===== config.mk =====
export PLATFORM = sky130hd
export DESIGN_NAME = grover_measure
export DESIGN_NICKNAME = d
export VERILOG_FILES = /design/src/rtl/grover_pkg.sv /design/src/rtl/grover_lfsr.sv /design/src/rtl/grover_measure.sv
export SDC_FILE = /design/constraint.sdc
export NUM_CORES = 2
export LEC_CHECK = 0
export ABC_AREA = 0
export ABC_CLOCK_PERIOD_IN_PS = 14300
export CORE_ASPECT_RATIO = 0.75
export CORE_MARGIN = 4
export CORE_UTILIZATION = 35
export DETAILED_ROUTE_END_ITERATION = 8
export GPL_ROUTABILITY_DRIVEN = 0
export PLACE_DENSITY = 0.47
export SLEW_MARGIN = 20
export SYNTH_ARGS = -nofsm -noshare
export SYNTH_HDL_FRONTEND = slang
export SYNTH_SLANG_ARGS = --single-unit

===== constraint.sdc =====
create_clock -name clk -period 14.3 [get_ports clk]
set_clock_uncertainty 0.15 [all_clocks]
set_input_delay 1.43 -clock clk [delete_from_list [all_inputs] [get_ports clk]]
set_output_delay 1.43 -clock clk [all_outputs]
set_load 0.03 [all_outputs]

===== src/rtl/grover_pkg.sv =====
// Shared widths, LFSR constants and FSM encoding for the grover measurement stage.
// Latency: n/a (declarations only).
// Backpressure: n/a (declarations only).
package grover_pkg;

  localparam int unsigned AMP_W    = 8;            // Q1.6 signed amplitude
  localparam int unsigned N_STATES = 8;            // basis states
  localparam int unsigned IDX_W    = 3;            // basis-state index width
  localparam int unsigned SQ_W     = 2 * AMP_W;    // squared amplitude
  localparam int unsigned SUM_W    = 2 * AMP_W + 3; // sum of N_STATES squares

  localparam int unsigned         LFSR_W    = 16;
  localparam logic [LFSR_W-1:0]   LFSR_TAPS = 16'hB400;

  typedef enum logic [2:0] {
    ST_IDLE   = 3'd0,
    ST_SQUARE = 3'd1,
    ST_DRAW   = 3'd2,
    ST_SCAN   = 3'd3,
    ST_OUT    = 3'd4
  } state_t;

endpackage


===== src/rtl/grover_lfsr.sv =====
// 16-bit Galois LFSR (taps 0xB400) that free-runs every cycle outside reset.
// Latency: value updates on every rising edge; lfsr shows the current register.
// Backpressure: none; never stalls.
// Ports: clk, rst (async active-high, loads SEED), lfsr (current state).
module grover_lfsr
  import grover_pkg::*;
#(
  parameter logic [LFSR_W-1:0] SEED = 16'hACE1
) (
  input  logic              clk,
  input  logic              rst,
  output logic [LFSR_W-1:0] lfsr
);

  // The all-zero state is a lock-up state for this LFSR, so a zero seed
  // is replaced by 1.
  localparam logic [LFSR_W-1:0] SEED_EFF = (SEED == '0) ? LFSR_W'(1) : SEED;

  logic [LFSR_W-1:0] lfsr_q;
  logic [LFSR_W-1:0] lfsr_d;

  always_comb begin
    lfsr_d = lfsr_q >> 1;
    if (lfsr_q[0]) begin
      lfsr_d = (lfsr_q >> 1) ^ LFSR_TAPS;
    end
  end

  always_ff @(posedge clk or posedge rst) begin
    if (rst) begin
      lfsr_q <= SEED_EFF;
    end else begin
      lfsr_q <= lfsr_d;
    end
  end

  assign lfsr = lfsr_q;

endmodule


===== src/rtl/grover_measure.sv =====
// Measurement stage: squares 8 amplitudes and draws one basis-state index weighted by amp^2.
// Latency: meas_valid rises on the 18th rising edge after the amp_valid/amp_ready edge.
// Backpressure: result held stable in OUT until meas_ready; amp_ready low whenever not IDLE.
// Ports: clk, rst (async active-high); amp_valid/amp_ready + amp0..amp7 in;
//        meas_valid/meas_ready + meas_index, meas_prob, zero_err out.
// Build option: GROVER_MEASURE_ARGMAX_EN selects the largest-weight index
//               (lowest index on ties) instead of a random draw.
module grover_measure
  import grover_pkg::*;
#(
  parameter int unsigned       AMP_W = grover_pkg::AMP_W,
  parameter logic [LFSR_W-1:0] SEED  = 16'hACE1
) (
  input  logic                    clk,
  input  logic                    rst,
  input  logic                    amp_valid,
  output logic                    amp_ready,
  input  logic signed [AMP_W-1:0] amp0,
  input  logic signed [AMP_W-1:0] amp1,
  input  logic signed [AMP_W-1:0] amp2,
  input  logic signed [AMP_W-1:0] amp3,
  input  logic signed [AMP_W-1:0] amp4,
  input  logic signed [AMP_W-1:0] amp5,
  input  logic signed [AMP_W-1:0] amp6,
  input  logic signed [AMP_W-1:0] amp7,
  output logic                    meas_valid,
  input  logic                    meas_ready,
  output logic [IDX_W-1:0]        meas_index,
  output logic [2*AMP_W-1:0]      meas_prob,
  output logic                    zero_err
);

  localparam int unsigned SQW  = 2 * AMP_W;
  localparam int unsigned SUMW = 2 * AMP_W + 3;
  localparam logic [IDX_W-1:0] LAST_IDX = IDX_W'(N_STATES - 1);

  state_t                  state_q, state_d;
  logic [IDX_W-1:0]        cnt_q, cnt_d;
  logic signed [AMP_W-1:0] amp_q [N_STATES];
  logic signed [AMP_W-1:0] amp_d [N_STATES];
  logic [SQW-1:0]          sq_q  [N_STATES];
  logic [SQW-1:0]          sq_d  [N_STATES];
  logic [SUMW-1:0]         total_q, total_d;
  logic [IDX_W-1:0]        sel_q, sel_d;

  logic                    meas_valid_q, meas_valid_d;
  logic [IDX_W-1:0]        meas_index_q, meas_index_d;
  logic [SQW-1:0]          meas_prob_q, meas_prob_d;
  logic                    zero_err_q, zero_err_d;

  logic [LFSR_W-1:0]       lfsr;
  logic signed [SQW-1:0]   amp_ext;
  logic signed [SQW-1:0]   prod_s;
  logic [SQW-1:0]          sq_now;
  logic [SQW-1:0]          sq_cur;
  logic                    total_zero;

`ifdef GROVER_MEASURE_ARGMAX_EN
  logic [SQW-1:0]          best_q, best_d;
  logic                    unused_lfsr;
  assign unused_lfsr = ^lfsr;
`else
  logic [SUMW-1:0]         thr_q, thr_d;
  logic [SUMW-1:0]         cum_q, cum_d;
  logic                    found_q, found_d;
  logic [LFSR_W+SUMW-1:0]  draw_prod;
  logic [SUMW-1:0]         cum_next;
`endif

  grover_lfsr #(
    .SEED (SEED)
  ) u_lfsr (
    .clk  (clk),
    .rst  (rst),
    .lfsr (lfsr)
  );

  // Sign-extend before multiplying so the square of -2^(AMP_W-1) still fits.
  assign amp_ext    = SQW'(amp_q[cnt_q]);
  assign prod_s     = amp_ext * amp_ext;
  assign sq_now     = prod_s;
  assign sq_cur     = sq_q[cnt_q];
  assign total_zero = (total_q == '0);

`ifndef GROVER_MEASURE_ARGMAX_EN
  // Scaling a uniform 16-bit value by total gives 0 <= thr < total.
  assign draw_prod = {{SUMW{1'b0}}, lfsr} * {{LFSR_W{1'b0}}, total_q};
  assign cum_next  = cum_q + SUMW'(sq_cur);
`endif

  always_comb begin
    state_d      = state_q;
    cnt_d        = cnt_q;
    amp_d        = amp_q;
    sq_d         = sq_q;
    total_d      = total_q;
    sel_d        = sel_q;
    meas_valid_d = meas_valid_q;
    meas_index_d = meas_index_q;
    meas_prob_d  = meas_prob_q;
    zero_err_d   = zero_err_q;
`ifdef GROVER_MEASURE_ARGMAX_EN
    best_d       = best_q;
`else
    thr_d        = thr_q;
    cum_d        = cum_q;
    found_d      = found_q;
`endif

    case (state_q)
      ST_IDLE: begin
        if (amp_valid) begin
          amp_d[0] = amp0;
          amp_d[1] = amp1;
          amp_d[2] = amp2;
          amp_d[3] = amp3;
          amp_d[4] = amp4;
          amp_d[5] = amp5;
          amp_d[6] = amp6;
          amp_d[7] = amp7;
          total_d  = '0;
          sel_d    = '0;
          cnt_d    = '0;
          state_d  = ST_SQUARE;
        end
      end

      ST_SQUARE: begin
        sq_d[cnt_q] = sq_now;
        total_d     = total_q + SUMW'(sq_now);
        cnt_d       = cnt_q + IDX_W'(1);
        if (cnt_q == LAST_IDX) begin
          state_d = ST_DRAW;
        end
      end

      ST_DRAW: begin
`ifndef GROVER_MEASURE_ARGMAX_EN
        thr_d   = draw_prod[LFSR_W +: SUMW];
        cum_d   = '0;
        found_d = 1'b0;
`endif
        state_d = ST_SCAN;
      end

      ST_SCAN: begin
`ifdef GROVER_MEASURE_ARGMAX_EN
        // Strict compare keeps the earliest index on ties.
        if ((cnt_q == '0) || (sq_cur > best_q)) begin
          best_d = sq_cur;
          sel_d  = cnt_q;
        end
`else
        cum_d = cum_next;
        if (!found_q && (cum_next > thr_q)) begin
          found_d = 1'b1;
          sel_d   = cnt_q;
        end
`endif
        cnt_d = cnt_q + IDX_W'(1);
        if (cnt_q == LAST_IDX) begin
          state_d = ST_OUT;
        end
      end

      ST_OUT: begin
        // First OUT cycle commits the result to the output registers;
        // the handshake is only possible once meas_valid is up.
        if (!meas_valid_q) begin
          meas_valid_d = 1'b1;
          zero_err_d   = total_zero;
          meas_index_d = total_zero ? '0 : sel_q;
          meas_prob_d  = total_zero ? '0 : sq_q[sel_q];
        end else if (meas_ready) begin
          meas_valid_d = 1'b0;
          state_d      = ST_IDLE;
        end
      end

      default: begin
        state_d = ST_IDLE;
      end
    endcase
  end

  always_ff @(posedge clk or posedge rst) begin
    if (rst) begin
      state_q      <= ST_IDLE;
      cnt_q        <= '0;
      amp_q        <= '{default: '0};
      sq_q         <= '{default: '0};
      total_q      <= '0;
      sel_q        <= '0;
      meas_valid_q <= 1'b0;
      meas_index_q <= '0;
      meas_prob_q  <= '0;
      zero_err_q   <= 1'b0;
`ifdef GROVER_MEASURE_ARGMAX_EN
      best_q       <= '0;
`else
      thr_q        <= '0;
      cum_q        <= '0;
      found_q      <= 1'b0;
`endif
    end else begin
      state_q      <= state_d;
      cnt_q        <= cnt_d;
      amp_q        <= amp_d;
      sq_q         <= sq_d;
      total_q      <= total_d;
      sel_q        <= sel_d;
      meas_valid_q <= meas_valid_d;
      meas_index_q <= meas_index_d;
      meas_prob_q  <= meas_prob_d;
      zero_err_q   <= zero_err_d;
`ifdef GROVER_MEASURE_ARGMAX_EN
      best_q       <= best_d;
`else
      thr_q        <= thr_d;
      cum_q        <= cum_d;
      found_q      <= found_d;
`endif
    end
  end

  assign amp_ready  = (state_q == ST_IDLE);
  assign meas_valid = meas_valid_q;
  assign meas_index = meas_index_q;
  assign meas_prob  = meas_prob_q;
  assign zero_err   = zero_err_q;

endmodule


# --- After elaboration in Yosys (flattened, before gate mapping) ---
# Index checks and enable logic that the tools add are counted.
op_classes:
  addsub: 3
  multipliers: 2
  n_lt_le_gt_ge: 4
  n_eq_ne: 11
  mux: 32
  bitwise_logic: 4
  reduce_logical: 17
op_table:
  columns: ["op", "count"]
  rows:
  - ["bitwise mux 128 bit", 1]
  - ["2-to-1 mux 16 bit", 7]
  - ["binary-select mux 16 bit (select 3 bit)", 2]
  - ["case mux 19 bit (2 select lines)", 2]
  - ["demux 16 bit (select 3 bit)", 1]
  - ["adder 19 x 16 -> 19 bit", 2]
  - ["multiplier 16 x 19 -> 35 bit", 1]
  - ["binary-select mux 8 bit (select 3 bit)", 1]
  - ["2-to-1 mux 3 bit", 8]
  - ["> comparator 19 bit", 1]
  - ["logical NOT 19 bit", 1]
  - ["2-to-1 mux 19 bit", 1]
  - ["multiplier 8 x 8 -> 16 bit", 1]
  - ["2-to-1 mux 8 bit", 2]
  - ["case mux 3 bit (5 select lines)", 1]
  - ["inequality test 2 bit, second input constant", 6]
  - ["NOT 3 -> 4 bit", 3]
  - ["case mux 3 bit (2 select lines)", 2]
  - ["AND reduction 2 bit", 5]
  - [">= comparator 4 bit, second input constant", 2]
  - ["nonzero test 2 bit", 4]
  - ["equality test 3 x 2 -> 1 bit, second input constant", 2]
  - ["equality test 3 bit, second input constant", 2]
  - ["AND reduction 5 bit", 1]
  - ["other kinds (11)", 14]
totals:
  regBits: 296
  in_bits: 68
  out_inout_bits: 22
  wordCells: 101

# --- Depth between registers and ports, before layout ---
depth:
  ltp_word: 9
  ltp_mapped: 30
  depth_no_buf: 28

# --- By module ---
# A second synthesis with hierarchy kept.
hier_totals:
  hier_cells: 2688
  hier_area_um2: 25999.9
by_module_without_submodules:
  columns: ["mod", "n_inst", "cells_each", "area_per_inst_um2", "seq_area_each_um2"]
  rows:
  - ["grover_measure", 1, 2655, 25461.9, 6781.5]
  - ["grover_lfsr", 1, 33, 538.0, 410.4]

# --- Worst setup path before layout ---
# No wires, ideal clock.
synth_path:
  path_kind: "register -> register"
  from: "register cnt_q[2]"
  to: "register total_q[16]"
  setup_ns: 0.137
  arrival_time_ns: 6.614
  required_ns: 14.013
  setup_slack_ns: 7.399
  stages_incl_launch_ff: 29
  n_path_buf: 3
  period_less_slack_ns: 6.901
  path_cell_list: "dfrtp_1 > buf_2 > buf_2 > buf_2 > mux4_2 > nand2_1 > o21a_1 > inv_2 > nand2_1 > inv_1 > fa_1 > fa_1 > fa_1 > inv_1 > fa_1 > inv_1 > ha_1 > o21a_1 > o21a_1 > a2111oi_1 > nor2_1 > xnor2_1 > ha_1 > nand2_1 > nand2_1 > a21o_1 > a21oi_1 > a21oi_1 > mux2i_1"
synth_between:
  elab_chain_cells: 7
synth_rtl:
  columns: ["element", "line", "text"]
  rows:
  - ["start, declared", "grover_measure.sv:38", "logic [IDX_W-1:0] cnt_q, cnt_d;"]
  - ["start signal, assigned", "grover_measure.sv:207", "cnt_q <= cnt_d;"]
  - ["NOT 3 -> 4 bit (implied by the code)", "grover_measure.sv:79", "assign amp_ext = SQW'(amp_q[cnt_q]);"]
  - ["binary-select mux 8 bit (select 3 bit)", "grover_measure.sv:79", null]
  - ["2-to-1 mux 8 bit (implied by the code) (2 in series)", "grover_measure.sv:79", null]
  - ["multiplier 8 x 8 -> 16 bit", "grover_measure.sv:80", "assign prod_s = amp_ext * amp_ext;"]
  - ["net prod_s[13]", "grover_measure.sv:53", "logic signed [SQW-1:0] prod_s;"]
  - ["adder 19 x 16 -> 19 bit", "grover_measure.sv:130", "total_d = total_q + SUMW'(sq_now);"]
  - ["case mux 19 bit (2 select lines)", "grover_measure.sv:110", "case (state_q)"]
  - ["end signal, assigned", "grover_measure.sv:210", "total_q <= total_d;"]
  - ["end, declared", "grover_measure.sv:43", "logic [SUMW-1:0] total_q, total_d;"]
# The timed path passes the listed nets, and every way through them passes these cells. The select of a mux whose other input is x is not followed.
# A chain may end at the register's enable or synchronous reset.

# --- Worst setup path after layout ---
layout_path:
  from: "register cnt_q[2]"
  to: "register total_q[17]"
# The elaborated chain is that of the path after synthesis.

==> impl_metrics.json <==
{
  "use_met3": 0.0364,
  "synthesis.nets": 3378,
  "io_pins": 90,
  "crit_required_ps": 14610,
  "rsz0062_at_grt": "no",
  "fin_crit_sh": 0.607,
  "grt_max_degree": 93,
  "portBuffers": 88,
  "crit_type": "reg -> reg",
  "syn_area_um2": 26600,
  "max_cap_viol_count": 0,
  "cp_max_fo": 37,
  "start_util": 0.353,
  "rows": 87,
  "core_area_um2": 75200,
  "area_growth_pct": 11.7,
  "busiest_layer": "met1",
  "overflow": 0,
  "ys_seq_elements": 287,
  "ys_types": 76,
  "tns_ps": 0,
  "via_per_inst": 5.18,
  "grtUsageMet1": 0.313,
  "synth_ff_type": "dfrtp_1",
  "cts_tree": "yes",
  "hold_viol": 0,
  "layout.nets": 3388,
  "clockBufferDepth": 3,
  "syn-instance-count": 2849,
  "wl_per_cell_um": 20.6,
  "r2r_start": "cnt_q[2]",
  "max_freq_mhz": 115,
  "cts.clk_slew.worst_paths_ps": 60,
  "setup_viol": 0,
  "hp-start": "u_lfsr.lfsr[9]",
  "arrival_ps": 8990,
  "hold_buffers": 0,
  "slowest_delay_ps": 770,
  "fin_cells": 3909,
  "relSlewSlack": 0.233,
  "ant_nets": 0,
  "final_cell_mix": "597 x nand2_1, 385 x inv_1, 279 x fa_1",
  "fin_crit_ps": 8680,
  "die_x_um": 326,
  "worst_pin_slew_ps": 1150,
  "numCtsBuffers": 34,
  "drc": 0,
  "antenna_found_initial": 4,
  "grt_pass1_vias": 20706,
  "grt_util_met2": 0.289,
  "fill_cells": 7504,
  "holdCritPathClass": "reg -> reg",
  "crit_path_start": "cnt_q[2]",
  "ys.warnings.count": 0,
  "track_usage": 0.200,
  "cts_resized": 0,
  "drt-total-wl_um": 80500,
  "grt_first_pass_wirelength_um": 125000,
  "crit_path_end_kind": "register",
  "die_area_um2": 80400,
  "root_buffer": "clkbuf_16",
  "dp_cells": 3846,
  "post_cts_buffers": 0,
  "dr.pass1.iters": 5,
  "clk_latency_ps": 570,
  "vias": 20260,
  "synth.yosys.seq_area_share": 0.271,
  "synth_edf_count": 0,
  "async_reset_ff_frac": 1.00,
  "final_common_cell": "nand2_1",
  "drive_above_1_share": 0.0853,
  "hpwl_um": 58900,
  "clock_sinks": 287,
  "die_h_um": 247,
  "htreeDepth": 2,
  "drt_iter0_markers": 1478,
  "avgSynthCellArea_um2": 9.32,
  "cp-start-kind": "register",
  "status": "complete, no violations",
  "cpMaxStageDelayCell": "xnor2_1",
  "maxSlewViolCount": 0
}
[synthesized netlist by cell type (47+ instances only)]
cell type | instances | area share
inv_1 | 386 | 0.055
a21oi_1 | 70 | 0.013
nor2_1 | 90 | 0.013
and2_1 | 109 | 0.026
clkbuf_1 | 131 | 0.019
nand3_1 | 47 | 0.0089
o21ai_0 | 137 | 0.026
ha_1 | 182 | 0.086
mux2_2 | 59 | 0.025
nand2_1 | 598 | 0.085
dfrtp_1 | 279 | 0.26
fa_1 | 279 | 0.21
[area by class of cell]
type / count / area (µm²) / area share
sequential: 287 / 7200 / 0.243
clock buffer: 50 / 1040 / 0.0351
clock inverter: 12 / 138 / 0.00464
inverter: 390 / 1470 / 0.0496
antenna: 1 / 2.50 / 0.0000844
tap: 1023 / 1280 / 0.0431
timing repair buffer: 132 / 1210 / 0.0410
multi-input combinational: 2014 / 17300 / 0.584
[final timing paths]
| kind | cells after the start | endpoint | slack, ps |
|---|---|---|---|
| min | 0 | u_lfsr.lfsr[8] | 230 |
| max reg2reg | 25 | total_q[17] | 5620 |
| min in group asynchronous | 2 | u_lfsr.lfsr[14] | 1240 |
| max in group asynchronous | 5 | cnt_q[2] | 10030 |
| max | 25 | total_q[17] | 5620 |
| min reg2reg | 0 | u_lfsr.lfsr[8] | 230 |
[cells by family (layout without fill, tap and decap cells)]
kind of cell | count (synthesis) | after routing | synth area share
XOR/XNOR | 68 | 68 | 0.0227
AO/OA/AOI/OAI | 399 | 399 | 0.0971
other | 1 | 2 | 0.000141
buffers and inverters | 548 | 584 | 0.0784
AND/OR/NAND/NOR | 936 | 936 | 0.154
flip-flops | 287 | 287 | 0.271
adder cells (fa/ha/maj) | 461 | 461 | 0.296
multiplexers | 149 | 149 | 0.0804
[worst max-delay path, delay by kind of cell, from the launching register on]
kind / cells / cell delay [ps]
compound gates: 8 / 1490
xor+xnor: 1 / 770
fa+ha+maj: 6 / 2700
buf+inv: 5 / 1060
flops: 1 / 760
mux: 2 / 1140
simple gates: 3 / 400
[metal layers]
layer	up-vias	routed length [µm]
li1	9278	-
met1	10266	40400
met2	631	33200
met3	83	5650
met4	2	1230
met5	-	13
[registers in the layout (all words and copies together), names as in the netlist]
register	count
amp_q	64
cnt_q	3
cum_q	19
found_q	1
meas_index	3
meas_prob	15
meas_valid	1
sel_q	3
sq_q	120
state_q	3
thr_q	19
total_q	19
u_lfsr.lfsr	16
zero_err	1
[metrics by stage]
step	hold slack [ps]	worst slack [ps]	utilization	area, µm²
CTS	234	5660	0.394	29700
global route	246	5080	0.394	29700
detailed placement	218	5710	0.379	28500
finish	230	5620	0.394	29700
floorplan	202	4810	-	26600
global placement	206	5890	0.378	28500
Power is not shown: default switching activity piles up to over one toggle a cycle in this logic, so the estimate is an artifact.
